[src/rtl/avmm_pipe_bridge.sv]
// avmm_pipe_bridge
//   Pipelined Avalon-MM bridge. Commands accepted on the agent side are
//   buffered in a small FIFO and replayed in order on the host side. Host
//   reads are tracked so that no more than MAX_PENDING are outstanding, and
//   read responses are registered back to the agent side one clock later.
//
// Ports
//   clk, rst_n        : clock, asynchronous active-low reset
//   s_*               : agent side (address, byteenable, read, write,
//                       writedata in; readdata, waitrequest, readdatavalid out)
//   m_*               : host side (address, byteenable, read, write,
//                       writedata out; readdata, waitrequest, readdatavalid in)
//   cmd_level         : number of buffered commands
//   pending           : number of outstanding host reads
//   err               : sticky; bit0 = read and write together,
//                       bit1 = response with no read outstanding
//
// Handshake: a command transfers on a rising edge where (read | write) is
// high and waitrequest is low; readdatavalid responses have no backpressure.
module avmm_pipe_bridge #(
   parameter int ADDR_W      = 32,
   parameter int DATA_W      = 32,
   parameter int CMD_DEPTH   = 4,
   parameter int MAX_PENDING = 4
) (
   input  logic                           clk,
   input  logic                           rst_n,
   input  logic [ADDR_W-1:0]              s_address,
   input  logic [DATA_W/8-1:0]            s_byteenable,
   input  logic                           s_read,
   input  logic                           s_write,
   input  logic [DATA_W-1:0]              s_writedata,
   output logic [DATA_W-1:0]              s_readdata,
   output logic                           s_waitrequest,
   output logic                           s_readdatavalid,
   output logic [ADDR_W-1:0]              m_address,
   output logic [DATA_W/8-1:0]            m_byteenable,
   output logic                           m_read,
   output logic                           m_write,
   output logic [DATA_W-1:0]              m_writedata,
   input  logic [DATA_W-1:0]              m_readdata,
   input  logic                           m_waitrequest,
   input  logic                           m_readdatavalid,
   output logic [$clog2(CMD_DEPTH):0]     cmd_level,
   output logic [$clog2(MAX_PENDING):0]   pending,
   output logic [1:0]                     err
);

   localparam int BE_W  = DATA_W / 8;
   localparam int PTR_W = $clog2(CMD_DEPTH);
   localparam int LVL_W = PTR_W + 1;
   localparam int PND_W = $clog2(MAX_PENDING) + 1;
   localparam logic [LVL_W-1:0] DEPTH_L = LVL_W'(CMD_DEPTH);
   localparam logic [PND_W-1:0] MAXP_L  = PND_W'(MAX_PENDING);

   typedef struct packed {
      logic [ADDR_W-1:0] addr;
      logic [BE_W-1:0]   be;
      logic              wr;
      logic [DATA_W-1:0] data;
   } cmd_t;

   cmd_t              mem_q [CMD_DEPTH];
   cmd_t              mem_d [CMD_DEPTH];
   logic [PTR_W-1:0]  wr_ptr_q, wr_ptr_d;
   logic [PTR_W-1:0]  rd_ptr_q, rd_ptr_d;
   logic [LVL_W-1:0]  level_q, level_d;
   logic [PND_W-1:0]  pending_q, pending_d;
   logic [1:0]        err_q, err_d;
   logic              sdv_q, sdv_d;
   logic [DATA_W-1:0] srd_q, srd_d;

   cmd_t head;
   logic head_valid;
   logic push, pop, read_pop, resp_ok;

   assign head       = mem_q[rd_ptr_q];
   assign head_valid = (level_q != '0);

   // Host side is driven purely from registered FIFO state, so nothing on
   // the agent side can reach it combinationally. Fields are zeroed while
   // the FIFO is empty, which also covers the reset values.
   assign m_write      = head_valid & head.wr;
   assign m_read       = head_valid & ~head.wr & (pending_q < MAXP_L);
   assign m_address    = head_valid ? head.addr : '0;
   assign m_byteenable = head_valid ? head.be   : '0;
   assign m_writedata  = head_valid ? head.data : '0;

   assign s_waitrequest   = (level_q == DEPTH_L) | ~rst_n;
   assign s_readdatavalid = sdv_q;
   assign s_readdata      = srd_q;
   assign cmd_level       = level_q;
   assign pending         = pending_q;
   assign err             = err_q;

   assign push     = (s_read | s_write) & ~s_waitrequest;
   assign pop      = (m_read | m_write) & ~m_waitrequest;
   assign read_pop = m_read & ~m_waitrequest;
   assign resp_ok  = m_readdatavalid & (pending_q != '0);

   always_comb begin
      mem_d    = mem_q;
      wr_ptr_d = wr_ptr_q;
      rd_ptr_d = rd_ptr_q;
      level_d  = level_q;
      if (push) begin
         // A simultaneous read/write request is kept as a write.
         mem_d[wr_ptr_q] = '{addr: s_address, be: s_byteenable, wr: s_write, data: s_writedata};
         wr_ptr_d        = wr_ptr_q + 1'b1;
      end
      if (pop) begin
         rd_ptr_d = rd_ptr_q + 1'b1;
      end
      case ({push, pop})
         2'b10:   level_d = level_q + 1'b1;
         2'b01:   level_d = level_q - 1'b1;
         default: level_d = level_q;
      endcase
   end

   always_comb begin
      pending_d = pending_q;
      case ({read_pop, resp_ok})
         2'b10:   pending_d = pending_q + 1'b1;
         2'b01:   pending_d = pending_q - 1'b1;
         default: pending_d = pending_q;
      endcase
      // A response with nothing outstanding is dropped and flagged.
      err_d = err_q | {m_readdatavalid & (pending_q == '0), push & s_read & s_write};
      sdv_d = resp_ok;
      srd_d = resp_ok ? m_readdata : srd_q;
   end

   // Payload storage needs no reset: it is only visible through a valid head.
   always_ff @(posedge clk) begin
      mem_q <= mem_d;
   end

   always_ff @(posedge clk or negedge rst_n) begin
      if (!rst_n) begin
         wr_ptr_q  <= '0;
         rd_ptr_q  <= '0;
         level_q   <= '0;
         pending_q <= '0;
         err_q     <= '0;
         sdv_q     <= 1'b0;
         srd_q     <= '0;
      end else begin
         wr_ptr_q  <= wr_ptr_d;
         rd_ptr_q  <= rd_ptr_d;
         level_q   <= level_d;
         pending_q <= pending_d;
         err_q     <= err_d;
         sdv_q     <= sdv_d;
         srd_q     <= srd_d;
      end
   end

endmodule

[config.mk]
export PLATFORM = sky130hd
export DESIGN_NAME = avmm_pipe_bridge
export DESIGN_NICKNAME = d
export VERILOG_FILES = /design/src/rtl/avmm_pipe_bridge.sv
export SDC_FILE = /design/constraint.sdc
export NUM_CORES = 1
export LEC_CHECK = 0
export ABC_CLOCK_PERIOD_IN_PS = 9000
export BUFFER_PORTS_ARGS = -buffer_cell sky130_fd_sc_hd__buf_2
export CORE_MARGIN = 2
export CORE_UTILIZATION = 60
export CTS_CLUSTER_DIAMETER = 100
export DETAILED_ROUTE_END_ITERATION = 7
export PLACE_DENSITY = 0.85
export SETUP_SLACK_MARGIN = 0.2
export SYNTH_ARGS = -nofsm -noshare
export SYNTH_HDL_FRONTEND = slang
export SYNTH_SLANG_ARGS = --single-unit
[constraint.sdc]
create_clock -name clk -period 9 [get_ports clk]
set_input_delay 1.35 -clock clk [delete_from_list [all_inputs] [get_ports clk]]
set_output_delay 1.35 -clock clk [all_outputs]
set_load 0.01 [all_outputs]
### Word level (Yosys, flattened, before mapping)

Cells that the tools add are included.

* bits in registers: 321
* bits of input ports: 106
* output and inout port bits: 112
* logic and storage cells: 75

* $add $sub $neg: 6
* order comparisons: 4
* equal/unequal tests: 5
* muxes and demuxes: 11
* bitwise logic cells: 20
* reduce and logical (&&, ||, !) cells: 6

Operators with widths (number)
* 276-bit bitwise mux: 1
* 69-bit 2-to-1 mux: 3
* 69-bit binary-select mux with 2-bit select: 1
* 69-bit demux with 2-bit select: 1
* 32-bit 2-to-1 mux: 2
* 3-bit one-hot mux with 2 select lines: 2
* 1-bit AND: 10
* 3-bit by 1-bit adder with 3-bit output (second input constant): 2
* 3-bit greater-or-equal comparator (second input constant): 2
* 2-bit inverter with 3-bit output: 2
* 3-bit nonzero test: 2
* 3-bit by 1-bit subtractor with 3-bit output (second input constant): 2
* 2-bit by 1-bit adder with 2-bit output (second input constant): 2
* 2-bit by 1-bit == test with 1-bit output (second input constant): 2
* 2-bit == test (second input constant): 2
* 4-bit 2-to-1 mux: 1
* 1-bit inverter: 4
* 2-bit nonzero test: 2
* 3-bit == test (second input constant): 1
* 3-bit zero test: 1
* 3-bit by 1-bit less-than comparator with 1-bit output (second input constant): 1
* 3-bit less-than comparator (second input constant): 1
* 1-bit bitwise OR: 3
* 2-bit bitwise OR: 1
* 1-bit logical AND: 1

### Depth between registers and ports, before layout

* word-level depth: 11
* mapped depth: 11
* gate-level depth less buffers: 9

### Least setup slack after synthesis

Ideal clock, no wire load.

* path type: input -> register
* start point: input port s_write
* end point: register mem_q[0] (netlist bit) (enable)
* library setup time: 0.435 ns
* arrival: 3.426 ns
* required time: 8.565 ns
* slack: 5.139 ns
* stages: 3
* path buffers: 0
* cells stage by stage: nor2_1 -> a211oi_2 -> and2_1

* longest elaborated chain between the ends: 2

Ends and longest elaborated chain
* start, declared: RTL line 31 `input logic s_write,`
* 1-bit bitwise OR: RTL line 96 `assign push = (s_read | s_write) & ~s_waitrequest;`
* 1-bit AND: RTL line 96
* end signal, assigned: RTL line 136 `mem_q <= mem_d;`
* end, declared: RTL line 63 `cmd_t mem_q [CMD_DEPTH];`

No other way between the ends.
A chain may end at the register's enable or synchronous reset.

### Final worst setup path

* start point: register rd_ptr_q[0]
* end point: output port m_address[15]

* longest elaborated chain between the ends: 5

Ends and longest elaborated chain
* start, declared: RTL line 66 `logic [PTR_W-1:0] rd_ptr_q, rd_ptr_d;`
* start signal, assigned: RTL line 150 `rd_ptr_q <= rd_ptr_d;`
* 2-bit inverter with 3-bit output (implied by the code): RTL line 77 `assign head = mem_q[rd_ptr_q];`
* 69-bit binary-select mux with 2-bit select: RTL line 77
* 69-bit 2-to-1 mux (implied by the code) (2 in a row): RTL line 77
* 32-bit 2-to-1 mux: RTL line 85 `assign m_address = head_valid ? head.addr : '0;`
* end, declared: RTL line 36 `output logic [ADDR_W-1:0] m_address,`

No other way between the ends. The select of a mux whose other input is x is not followed.

==> results.md <==
- Placed Instance Area: 13700 um^2
- XOR/XNOR share of the synthesized area: 0.00567
- Cell taking the most area after synthesis: edfxtp_1
- Initial antenna violation count: 4
- Rows: 52
- Via count: 6151
- Fin worst setup slack: 4.57 ns
- Post-DP HPWL: 14.5 mm
- Setup TNS: 0 ns
- Clk sinks: 321
- Worst vdd ir: 242 uV
- Reg2reg setup slack: 6.00 ns
- P&R area growth vs syn: 18.5%
- Multi-input gate area: 2740 um^2
- Synthesized-area fraction occupied by adder cells: 0.00931
- Synth Register Bits: 321
- Slew Limit Fails: 0
- Largest family of logic cells by synthesized area: multiplexers
- Die width: 148 um
- Post-CTS setup buffers: 0
- Synth top area share: 0.670
- Buffers on Ports: 217
- FF-to-FF End: pending[2]
- Root buf cell: clkbuf_16
- Buffer levels on the longest clock path: 3
- Filler cells: 1166
- YS warnings: 0
- Mapped cell area: 12400 um^2
- Number of hold violations in the final report: 0
- H-Tree Depth: 1
- Initial Util: 0.611
- Gate Count Post-Synth: 574
- Drt via density: 5.62
- Hold_buf cts: 0
- CTS clk-pin slew, worst paths: 0.07 ns
- Fmax: 226 MHz
- Worst Hold End: err[0]
- Max cap viols: 0
- Die area: 21800 um^2
- Post-Place Setup Slack: 4.98 ns
- First-pass DRT Iterations: 4
- Peak fanout along the critical path: 51
- GPL Wtd Cong: 0.735
- Synth Area in Simple Gates: 0.0399
- DRT antenna net count: 0
- Reg area: 9420 um^2
- Post-cts sizing count: 0
- Reg2Reg Depth: 9
- Pin count of the biggest net entering global routing: 75
- Tmin final: 4.43 ns
- IO Count: 218
- Placeable core region: 20200 um^2
- Number of distinct library cells after synthesis: 31
- DR DRC count: 0
- Rel. slew slack: 0.279
- Fraction of layout cells with a size suffix above 1: 0.420
- Worst-Skew Late Latency: 0.55 ns
- Die height: 148 um
- Total Routed Length: 24.5 mm
- Iteration-0 DRC Markers: 392
- Total clock buffers created by CTS: 30
- Crit path kind: register to output port
- Critical R2R Launch: rd_ptr_q[1]
- Hold Crit Depth: 1
- Compound-Gate Fraction of Synth Area: 0.00759
- Hold Crit Class: register to register
- Area contributors post-synth: edfxtp_1 67%, mux4_2 12%, dfrtp_1 9.1%
- Total Nets Final: 914
- CP Capture Type: output port
- Startpoint Class: register
- Synthesized netlist net count: 688
- CTS tree: built
- Outcome: complete, no violations
- Leak: 5.38 nW
- Final setup violation count: 0
- GRT Total Usage: 0.226
- Critical Path Start: rd_ptr_q[0]
- Mux cell area share after synthesis: 0.158
- Layout Skew: 0.00804 ns
- Slew @ Worst Pin: 1.08 ns
- Post-route clock period utilization: 0.493
- Worst hold slack: 0.483 ns
- Worst endpoint required time: 7.65 ns
- Final instance area: 14700 um^2
- First-pass GRT wire length: 37.4 mm
- PwrDens: 330 nW/um^2
- GR Overflow Total: 0
- Post-synthesis sequential area ratio: 0.761
- Avg WL per Cell: 22.4 um
- Vias in the first global route: 6562
- Worst hold start: err[0]
- RSZ-0062 raised after global routing: no
- Worst EP arrival: 3.08 ns
- Syn avg cell area: 21.5 um^2
==> cells in the final DEF (no fill, tap or decap), types with 2 or more instances in the layout <==
cell and instances:
ha_1 6, inv_1 13, diode_2 3, clkinv_2 2, edfxtp_1 276, a21oi_1 2, clkinvlp_2 2, dfrtp_1 43
dfrtp_4 2, xnor2_1 4, mux4_2 68, nor2b_1 69, and2_4 4, clkbuf_16 31, buf_4 4, mux2i_1 5
clkbuf_1 9, xor2_1 4, nor2_1 5, fa_1 2, mux2_1 30, clkinv_1 4, buf_2 217, bufinv_16 4
mux2_2 3
==> metrics by stage <==
step / utilization / power (mW) / instances
2_1_floorplan: - / 3.08 / 574
3_3_place_gp: 0.675 / 3.56 / 1038
3_5_place_dp: 0.675 / 3.62 / 1038
4_1_cts: 0.724 / 4.89 / 1092
5_1_grt: 0.724 / 5.06 / 1094
6_report: 0.724 / 4.83 / 1095
==> how the worst max path moves through the flow <==
stage / slack (ns) / depth (start not counted) / endpoint
2_1_floorplan: 5.14 / 3 / mem_q[0]
3_3_place_gp: 5.07 / 4 / m_address[15]
3_5_place_dp: 4.98 / 5 / mem_q[215]
4_1_cts: 4.45 / 4 / m_address[15]
5_1_grt: 4.31 / 4 / m_address[21]
6_report: 4.57 / 4 / m_address[15]
==> flip-flops by register name, summed over array words and instances (netlist names) <==
signal	flops
wr_ptr_q	2
mem_q	276
err	2
cmd_level	3
rd_ptr_q	2
s_readdatavalid	1
pending	3
s_readdata	32
==> per-layer routing <==
layer,up-vias,routed length (um),GRT usage
met3,46,1630,0.0488
met2,234,12900,0.395
li1,2722,-,-
met5,-,9,0
met1,3147,9330,0.291
met4,2,611,0.0673
==> logic make-up (layout without fill, tap and decap cells) <==
logic type      count (synthesis)  after routing
compound gates                  9              9
other cells                     0              3
flops                         321            321
buf+inv                        41            289
fa+ha+maj                       8              8
xor+xnor                        8              8
mux                           106            106
simple gates                   81             81
==> cell type report <==
cell class,instances,area share
Antenna cell,3,0.000512
Multi-Input combinational cell,212,0.187
Timing Repair Buffer,221,0.0761
Inverter,14,0.00359
Sequential cell,321,0.643
Clock buffer,40,0.0552
Clock inverter,14,0.0117
Tap cell,270,0.0230
==> synthesized netlist by cell type <==
cell type  number
o31ai_4         1
xnor2_1         4
a21oi_1         2
inv_1          13
a211o_1         1
o21a_1          1
clkbuf_1        7
inv_2           1
buf_1           1
fa_1            2
mux2i_1         5
and2_1          4
dfrtp_1        45
a31o_2          1
a2111oi_2       1
nor3_1          2
edfxtp_1      276
xor2_1          4
mux2_2          3
buf_6           1
nor2b_1        69
buf_4          10
buf_8           2
ha_1            6
a41o_1          1
mux4_2         68
or4_1           1
a211oi_2        1
nor2_1          5
buf_2           6
mux2_1         30
==> where the power goes <==
part	leakage [nW]	internal (mW)	switching [mW]
Clock	0.468	0.743	0.513
Combinational	1.88	0.717	0.756
Sequential	3.03	1.91	0.192
==> worst max-delay path: stages (launching register included) <==
cell     delay (ns)
dfrtp_4        0.66
buf_4          0.85
mux4_2         0.65
nor2b_1        0.15
buf_2          0.17
No activity file was read; power rests on OpenSTA's default activity.
